File: config.mk
export PLATFORM = sky130hd
export DESIGN_NAME = sram1rw_param_init
export DESIGN_NICKNAME = d
export VERILOG_FILES = /design/src/rtl/sram1rw_param_init.sv
export SDC_FILE = /design/constraint.sdc
export NUM_CORES = 2
export LEC_CHECK = 0
export BUFFER_PORTS_ARGS = -buffer_cell sky130_fd_sc_hd__clkbuf_2
export CAP_MARGIN = 20
export CELL_PAD_IN_SITES_DETAIL_PLACEMENT = 2
export CELL_PAD_IN_SITES_GLOBAL_PLACEMENT = 2
export CORE_UTILIZATION = 39
export DETAILED_ROUTE_END_ITERATION = 10
export PLACE_DENSITY = 0.72
export SYNTH_ARGS = -nofsm -noshare
export SYNTH_HDL_FRONTEND = slang
export SYNTH_SLANG_ARGS = --single-unit
File: constraint.sdc
create_clock -name CE -period 3.8 [get_ports CE]
set_clock_uncertainty 0.15 [all_clocks]
set_input_delay 0.38 -clock CE [delete_from_list [all_inputs] [get_ports CE]]
set_output_delay 0.38 -clock CE [all_outputs]
set_load 0.1 [all_outputs]
File: src/rtl/sram1rw_param_init.sv
// rtl/sram1rw_param_init.sv - parametrised 1RW SRAM model with lane write mask, output pipe and post-reset clear
//
// Purpose : single-port synchronous SRAM simulation model. After reset a sweep zeroes one word
//           per clock. READY goes high when the sweep finishes, and accesses are accepted only
//           after that point. Reads are read-first. Addresses at or beyond DEPTH drop writes
//           and read back zero.
// Ports   : CE     clock (rising edge)
//           RSTB   asynchronous active-low reset
//           CSB    chip select, active-low
//           WEB    write enable, active-low
//           OEB    read enable, active-low
//           A      word address
//           I      write data
//           WMASK  per-lane write enable
//           O      read data (latency 1, or 2 with OUT_REG=1)
//           READY  high once the clear sweep is complete
//           PERR   per-read parity error pulse (only with SRAM_PARITY_EN)
// Macros  : SRAM_PARITY_EN     stores even parity per lane in mem_par, checks it on read, adds PERR
//           SRAM_TIMING_CHECKS enables the specify block (zero-delay setuphold checks and CE to O path)
module sram1rw_param_init #(
   parameter int WIDTH     = 34,
   parameter int DEPTH     = 64,
   parameter int ADDR_W    = 6,
   parameter int MASK_GRAN = 17,
   parameter int OUT_REG   = 0
) (
   input  logic                         CE,
   input  logic                         RSTB,
   input  logic                         CSB,
   input  logic                         WEB,
   input  logic                         OEB,
   input  logic [ADDR_W-1:0]            A,
   input  logic [WIDTH-1:0]             I,
   input  logic [WIDTH/MASK_GRAN-1:0]   WMASK,
   output logic [WIDTH-1:0]             O,
   output logic                         READY
`ifdef SRAM_PARITY_EN
   ,
   output logic                         PERR
`endif
);

   localparam int                LANES    = WIDTH / MASK_GRAN;
   localparam logic [ADDR_W:0]   DEPTH_X  = (ADDR_W+1)'(DEPTH);
   localparam logic [ADDR_W-1:0] LAST_PTR = ADDR_W'(DEPTH - 1);

   generate
      if (WIDTH % MASK_GRAN != 0) begin : g_bad_gran
         $fatal(1, "sram1rw_param_init: WIDTH must be a multiple of MASK_GRAN");
      end
      if ((1 << ADDR_W) < DEPTH) begin : g_bad_addr
         $fatal(1, "sram1rw_param_init: ADDR_W too narrow for DEPTH");
      end
   endgenerate

   typedef enum logic {ST_CLEAR, ST_RUN} state_t;

   state_t            state_q, state_d;
   logic [ADDR_W-1:0] clr_ptr_q, clr_ptr_d;
   logic              clr_en;
   logic              in_range, rd_en, wr_en;
   logic [WIDTH-1:0]  rd_word;
   logic              pipe_vld_q;
   logic [WIDTH-1:0]  pipe_data_q;

   logic [WIDTH-1:0]  mem [DEPTH];

   // Clear sweep FSM: CLEAR walks the pointer across every word, then RUN until the next reset.
   always_ff @(posedge CE or negedge RSTB) begin
      if (!RSTB) begin
         state_q   <= ST_CLEAR;
         clr_ptr_q <= '0;
      end else begin
         state_q   <= state_d;
         clr_ptr_q <= clr_ptr_d;
      end
   end

   always_comb begin
      state_d   = state_q;
      clr_ptr_d = clr_ptr_q;
      clr_en    = 1'b0;
      case (state_q)
         ST_CLEAR: begin
            clr_en = 1'b1;
            if (clr_ptr_q == LAST_PTR) state_d = ST_RUN;
            else                       clr_ptr_d = clr_ptr_q + ADDR_W'(1);
         end
         ST_RUN:  ;
         default: state_d = ST_CLEAR;
      endcase
   end

   assign READY    = (state_q == ST_RUN);
   assign in_range = ({1'b0, A} < DEPTH_X);
   assign rd_en    = READY && !CSB && !OEB;
   assign wr_en    = READY && !CSB && !WEB && in_range;
   // Out-of-range reads return zero instead of indexing past the array.
   assign rd_word  = in_range ? mem[A] : '0;

   // Storage has no reset; the sweep provides the zero state. The read path samples
   // mem before this edge's write lands, so a same-address read/write is read-first.
   always_ff @(posedge CE) begin
      if (clr_en) begin
         mem[clr_ptr_q] <= '0;
      end else if (wr_en) begin
         for (int k = 0; k < LANES; k++) begin
            if (WMASK[k]) mem[A][k*MASK_GRAN +: MASK_GRAN] <= I[k*MASK_GRAN +: MASK_GRAN];
         end
      end
   end

   // Output path: O only changes when a read completes, otherwise it holds.
   always_ff @(posedge CE or negedge RSTB) begin
      if (!RSTB) begin
         O           <= '0;
         pipe_vld_q  <= 1'b0;
         pipe_data_q <= '0;
      end else if (OUT_REG != 0) begin
         pipe_vld_q <= rd_en;
         if (rd_en)      pipe_data_q <= rd_word;
         if (pipe_vld_q) O           <= pipe_data_q;
      end else if (rd_en) begin
         O <= rd_word;
      end
   end

`ifdef SRAM_PARITY_EN
   logic [LANES-1:0] mem_par [DEPTH];
   logic [LANES-1:0] rd_par;
   logic             rd_bad;
   logic             perr_pipe_q;

   function automatic logic [LANES-1:0] lane_parity(input logic [WIDTH-1:0] w);
      logic [LANES-1:0] p;
      p = '0;
      for (int k = 0; k < LANES; k++) p[k] = ^w[k*MASK_GRAN +: MASK_GRAN];
      return p;
   endfunction

   // Out-of-range reads yield zero data with zero parity, so they never flag an error.
   assign rd_par = in_range ? mem_par[A] : '0;
   assign rd_bad = rd_en && (lane_parity(rd_word) != rd_par);

   always_ff @(posedge CE) begin
      if (clr_en) begin
         mem_par[clr_ptr_q] <= '0;
      end else if (wr_en) begin
         for (int k = 0; k < LANES; k++) begin
            if (WMASK[k]) mem_par[A][k] <= ^I[k*MASK_GRAN +: MASK_GRAN];
         end
      end
   end

   // PERR goes through the same number of stages as O, so the pulse lines up with the bad word.
   always_ff @(posedge CE or negedge RSTB) begin
      if (!RSTB) begin
         perr_pipe_q <= 1'b0;
         PERR        <= 1'b0;
      end else begin
         perr_pipe_q <= rd_bad;
         PERR        <= (OUT_REG != 0) ? perr_pipe_q : rd_bad;
      end
   end
`endif

`ifdef SRAM_TIMING_CHECKS
   specify
      (CE *> O) = 0;
      $setuphold(posedge CE, I, 0, 0);
      $setuphold(posedge CE, A, 0, 0);
      $setuphold(posedge CE, WMASK, 0, 0);
      $setuphold(posedge CE, CSB, 0, 0);
      $setuphold(posedge CE, WEB, 0, 0);
      $setuphold(posedge CE, OEB, 0, 0);
   endspecify
`endif

endmodule

Yosys cells after proc, flatten, opt, wreduce, memory -nomap -nowiden
Memory sizes are Yosys's and may differ from the RTL's. A register that Yosys moved wholly into a read port is not among the register bits.
Cells that the tools add are included.
{ "op_classes": {"multipliers": 0, "reduce_logical": 9, "mux": 14, "shifts": 0, "n_eq_ne": 1, "order_cmp": 0, "bitwise_logic": 2, "div": 0, "add_sub_neg": 1} }
{ "op_table": {"columns": ["cell", "count"], "rows": [
  ["$mux W34", 1],
  ["$reduce_or A34 Y1", 1],
  ["$mux W1", 11],
  ["$add A6 B1 Y6 const B", 1],
  ["$eq A6 B6 Y1 const B", 1],
  ["$mux W6", 1],
  ["$logic_not A1 Y1", 4],
  ["$logic_and A1 B1 Y1", 3],
  ["$mux W2", 1],
  ["$not A1 Y1", 2],
  ["$reduce_and A2 Y1", 1]
]} }
{ "word_totals": {"memories": 1, "latchBits": 0, "out_inout_bits": 35, "wordCells": 30, "ram_bits": 2176, "inputBits": 47, "register_bits": 7, "mem_bits_ro": 0} }
{ "memory_table": {"columns": ["name", "depth", "word_bits", "read_ports", "rd_clocked_by_memory_dff", "wr", "line", "rtl"], "rows": [
  ["mem", 64, 34, 1, 1, 1, "66", "logic [WIDTH-1:0] mem [DEPTH];"]
]} }

Depth between registers and ports, before layout
{ "depth": {"depth_word": 8, "depth_mapped": 10, "mapped_depth_nobuf": 6} }

Worst setup path before layout
Ideal clock, no wire load.
{ "synth_timing": {"path_kind": "register -> register", "from": "register state_q (netlist: READY)", "to": "memory mem[0][17] (enable)", "t_arrival_ps": 3054, "n_path_buf": 4, "stages_incl_launch_ff": 9, "slack_ps": 206, "required_time_ps": 3260, "period_less_slack_ps": 3594, "setup_ps": 390, "cell_sequence": "dfrtp_1 -> buf_2 -> o211a_1 -> buf_2 -> buf_4 -> mux2i_1 -> or2_2 -> clkbuf_1 -> nor2_1"} }
{ "synth_via": {"elab_chain_len": 7, "elab_cells_between_ends": 12, "classes_between": "9 x mux; 3 x reduce/logical"} }
{ "synth_rtl": {"columns": ["element", "line", "rtl"], "rows": [
  ["start: declaration", "58", "state_t state_q, state_d;"],
  ["start signal: assignment", "74", "state_q <= state_d;"],
  ["$logic_and A1 B1 Y1 (2 in series)", "97", "assign wr_en = READY && !CSB && !WEB && in_range;"],
  ["$mux W1", "106", "end else if (wr_en) begin"],
  ["$mux W1", "104", "if (clr_en) begin"],
  ["$mux W1 (implied by the code)", "108", "if (WMASK[k]) mem[A][k*MASK_GRAN +: MASK_GRAN] <= I[k*MASK_GRAN +: MASK_GRAN];"],
  ["$reduce_or A34 Y1 (no line)", null, null],
  ["$mux W6 (no line) / $mux W2 (equally long branches)", null, null],
  ["end: declaration", "66", null]
]} }
Parallel ways exist; a longest one is shown, timed or not.

Worst setup path in the final report
{ "layout_timing": {"from": "register state_q (netlist: READY)", "to": "register O[20] (read register of mem)"} }
{ "layout_via": {"elab_chain_len": 2} }
{ "layout_rtl": {"columns": ["element", "line", "rtl"], "rows": [
  ["$logic_and A1 B1 Y1 (2 in series)", "96", "assign rd_en = READY && !CSB && !OEB;"],
  ["end: declaration", "35", "output logic [WIDTH-1:0] O,"]
]} }
Every way passes these cells.
A chain may end at the register's enable or synchronous reset.

==> results.sh <==
export IMPL_status="finished clean"
export IMPL_drt_wl_total_um=268000
export IMPL_placement_io_buffers=81
export IMPL_gp_routability_congestion=0.783
export IMPL_drt_antenna_violating_nets=0
export IMPL_timing_worst_setup_path_type="flop to flop"
export IMPL_hp_class="input pin to flop"
export IMPL_dp_slack_ns=-0.243
export IMPL_clock_sinks=2217
export IMPL_syn_avg_cell_area_um2=20.4
export IMPL_ys_seq_elements=2217
export IMPL_number_of_remaining_drc_errors=0
export IMPL_layout_min_cycle_time_ns=3.73
export IMPL_cts_path_max_buffers=3
export IMPL_syn_nets=4225
export IMPL_via_count_of_the_first_global_routing_pass=48600
export IMPL_static_leakage_power_uw=0.0275
export IMPL_routed_wire_length_per_instance_um=35.2
export IMPL_start_util_pct=39.2
export IMPL_postSynthCellCount=4177
export IMPL_finalHoldWorstSlack_ns=0.0355
export IMPL_post_route_period_util_pct=98.2
export IMPL_dpl_instance_area_um2=91700
export IMPL_num_cts_buffers=221
export IMPL_routed_via_count=44700
export IMPL_row_count=171
export IMPL_cp_required_ns=4.45
export IMPL_maxCapViolCount=0
export IMPL_crit_fanout=23
export IMPL_power_total_uw=49200
export IMPL_cts_root_buffer="sky130_fd_sc_hd__clkbuf_16"
export IMPL_cp_end_kind="flop"
export IMPL_power_per_cell_area_nw_per_um2=498
export IMPL_ys_warnings_count=0
export IMPL_die_area_um2=220000
export IMPL_finish_instance_area_um2=98900
export IMPL_power_ir_vdd_worst_uv=497
export IMPL_drt_vias_per_instance=5.87
export IMPL_ios=82
export IMPL_placeableCoreArea_um2=217000
export IMPL_achievable_frequency_ghz=0.268
export IMPL_area_growth_from_synthesis_to_layout_pct=16.3
export IMPL_worst_slew_margin_rel_pct=26.8
export IMPL_final_setup_viol_count=0
export IMPL_wire_length_of_the_first_global_routing_pass_um=378000
export IMPL_final_nets=4613
export IMPL_timing_critical_path_arrival_ns=4.38
export IMPL_max_slew_worst_pin_slew_ns=1.09
export IMPL_timing_max_transition_violations_final=0
export IMPL_global_route_overflow_total=0
export IMPL_number_of_antenna_violations_at_the_first_check_in_global_routing=13
export IMPL_yosysUniqueCellTypes=41
export IMPL_nFillCells=19600
export IMPL_cts_htree_levels=4
export IMPL_tritoncts="yes"
export IMPL_grt_max_degree=90
export IMPL_report_final_hold_viol_count=0
export IMPL_drtPass1Iterations=7
export IMPL_reg2reg_depth=6
export IMPL_layout_setup_ws_ns=0.0689
export IMPL_fraction_of_layout_instances_using_a_drive_strength_above_1_pct=24.0
export IMPL_critical_path_startpoint_type="flop"
export IMPL_grt_usage_pct=24.4
export IMPL_die_width_um=469
export IMPL_die_height_um=469
export IMPL_min_path_cells=3
export IMPL_syn_area_um2=85000
export IMPL_place_detailed_hpwl_um=162000
export IMPL_setup_repair_after_global_routing_missed_its_margin="false"
export IMPL_post_cts_setup_buffers=0
export IMPL_clk_insertion_delay_late_ns=0.87
export IMPL_synth_yosys_seq_area_share_pct=78.1
export IMPL_starting_drc_count_in_detailed_routing=4590
export IMPL_clk_pin_slew_worst_paths_ns=0.06
cells in the final DEF (no fill, tap or decap), drive strengths merged, types with 35 or more instances in the layout:
| cell | netlist | routed |
|---|---|---|
| clkinv | 0 | 75 |
| mux2i | 486 | 486 |
| clkbuf | 125 | 390 |
| edfxtp | 2176 | 2176 |
| nor2 | 139 | 139 |
| dfrtp | 41 | 41 |
| nand2 | 46 | 46 |
| a31oi | 69 | 69 |
| nand3 | 70 | 70 |
| and2 | 35 | 35 |
| a21oi | 35 | 35 |
| mux4 | 306 | 306 |
| buf | 139 | 341 |
| a22oi | 204 | 204 |
| o22ai | 102 | 102 |
power breakdown:
| group | switching, uW | internal [uW] | leakage (uW) |
|---|---|---|---|
| Sequential | 0 | 26400 | 0.0157 |
| Clock | 9510 | 12100 | 0.00344 |
| Combinational | 760 | 442 | 0.00838 |
| Total | 10300 | 39000 | 0.0275 |
state kept, by name (all words and copies together), names as in the netlist:
register and flops:
O 34, mem 2176, READY 1, clr_ptr_q 6
synthesized netlist by cell type:
library cell               count  area share, %
sky130_fd_sc_hd__nand2b_1     16           0.12
sky130_fd_sc_hd__nor2_1      138           0.61
sky130_fd_sc_hd__nor4bb_1      1          0.012
sky130_fd_sc_hd__nor3b_2       1          0.015
sky130_fd_sc_hd__nor4_1       34           0.25
sky130_fd_sc_hd__clkbuf_1    125           0.55
sky130_fd_sc_hd__or3_1         1         0.0074
sky130_fd_sc_hd__or3b_1        1          0.010
sky130_fd_sc_hd__xnor2_1       3          0.031
sky130_fd_sc_hd__a211o_1      34           0.35
sky130_fd_sc_hd__inv_1         4          0.018
sky130_fd_sc_hd__buf_1        19          0.084
sky130_fd_sc_hd__a41oi_1       3          0.031
sky130_fd_sc_hd__buf_6         9           0.12
sky130_fd_sc_hd__buf_2        68           0.40
sky130_fd_sc_hd__mux4_2      306            8.1
sky130_fd_sc_hd__mux2i_1     486            5.7
sky130_fd_sc_hd__and3_1        1         0.0074
sky130_fd_sc_hd__nand2_1      46           0.20
sky130_fd_sc_hd__xor2_1        2          0.021
sky130_fd_sc_hd__nand3b_1      1         0.0088
sky130_fd_sc_hd__a22o_1       34           0.35
sky130_fd_sc_hd__nand4_1       2          0.015
sky130_fd_sc_hd__ha_1          1          0.015
sky130_fd_sc_hd__mux2_2        1          0.013
sky130_fd_sc_hd__o22ai_1     102           0.75
sky130_fd_sc_hd__or2_2        15           0.11
sky130_fd_sc_hd__nand3_1      70           0.41
sky130_fd_sc_hd__and2_1       35           0.26
sky130_fd_sc_hd__a21oi_1      35           0.21
sky130_fd_sc_hd__a31oi_1      69           0.51
sky130_fd_sc_hd__nor2b_1      12          0.088
sky130_fd_sc_hd__and3b_1       1          0.010
sky130_fd_sc_hd__nor2_2        1         0.0074
sky130_fd_sc_hd__o211ai_1     34           0.30
sky130_fd_sc_hd__buf_4        43           0.38
sky130_fd_sc_hd__a22oi_1     204            1.8
sky130_fd_sc_hd__edfxtp_1   2176             77
sky130_fd_sc_hd__nor4b_4       1          0.028
sky130_fd_sc_hd__o211a_1       1          0.012
sky130_fd_sc_hd__dfrtp_1      41            1.2
metrics by stage:
| step | util [%] | cells | TNS [ns] |
|---|---|---|---|
| final | 45.6 | 7615 | 0 |
| after global routing | 45.6 | 7612 | 0 |
| after CTS | 45.6 | 7611 | 0 |
| after detailed placement | 42.3 | 7185 | -0.320 |
| after global placement | 42.3 | 7182 | -0.584 |
| after floorplan | - | 4177 | 0 |
layout make-up:
type | instances | area (um2) | area share [%]
diodes | 4 | 10.0 | 0.0101
repair buffers | 429 | 4310 | 4.36
well taps | 2854 | 3570 | 3.61
clock buffers | 313 | 6130 | 6.20
multi-input cells | 1692 | 17600 | 17.8
flip-flops and latches | 2217 | 66400 | 67.1
inverters | 4 | 15.0 | 0.0152
clock inverters | 102 | 905 | 0.915
worst max-delay path, stage by stage (launching register included):
cell	delay, ns
sky130_fd_sc_hd__dfrtp_1	0.71
sky130_fd_sc_hd__or3b_2	0.65
sky130_fd_sc_hd__nor2_4	0.66
sky130_fd_sc_hd__buf_4	0.33
sky130_fd_sc_hd__o211ai_1	0.23
sky130_fd_sc_hd__nor4_2	0.68
sky130_fd_sc_hd__a211o_1	0.21
layer usage:
metal / GRT usage, % / up-vias / part of all wire (%)
met3: 3.46 / 409 / 5.5
met1: 31.1 / 24500 / 40
met4: 8.12 / 2 / 3.4
li1: - / 18100 / -
met2: 42.8 / 1623 / 52
met5: 0 / - / 0.0030
cell families (layout without fill, tap and decap cells):
logic type	after synthesis	in the layout	share of synthesized area (%)
other	0	4	0
and+or+nand+nor	377	377	2.17
muxes	793	793	13.8
buffers and inverters	268	848	1.55
DFF	2217	2217	78.1
AOI/OAI and AO/OA	516	516	4.31
adders and majority gates	1	1	0.0147
xor gates and xnor gates	5	5	0.0515
worst paths after layout:
check,startpoint,endpoint,slack (ns)
worst max-delay path,READY,O[20],0.07
worst min-delay path,I[1],mem[54][1],0.04
worst max register to register,READY,O[20],0.07
worst min register to register,O[10],O[10],0.38
max in group asynchronous,RSTB,O[6],2.04
min in group asynchronous,RSTB,O[12],0.46
repair_timing:
action / in CTS / in global routing
endpoints found under the setup margin: 4 / 0
resized for setup: 4 / 0
hold buffers: 11 / 0
endpoints found under the hold margin: 155 / 0
No activity file was read; power rests on OpenSTA's default activity.
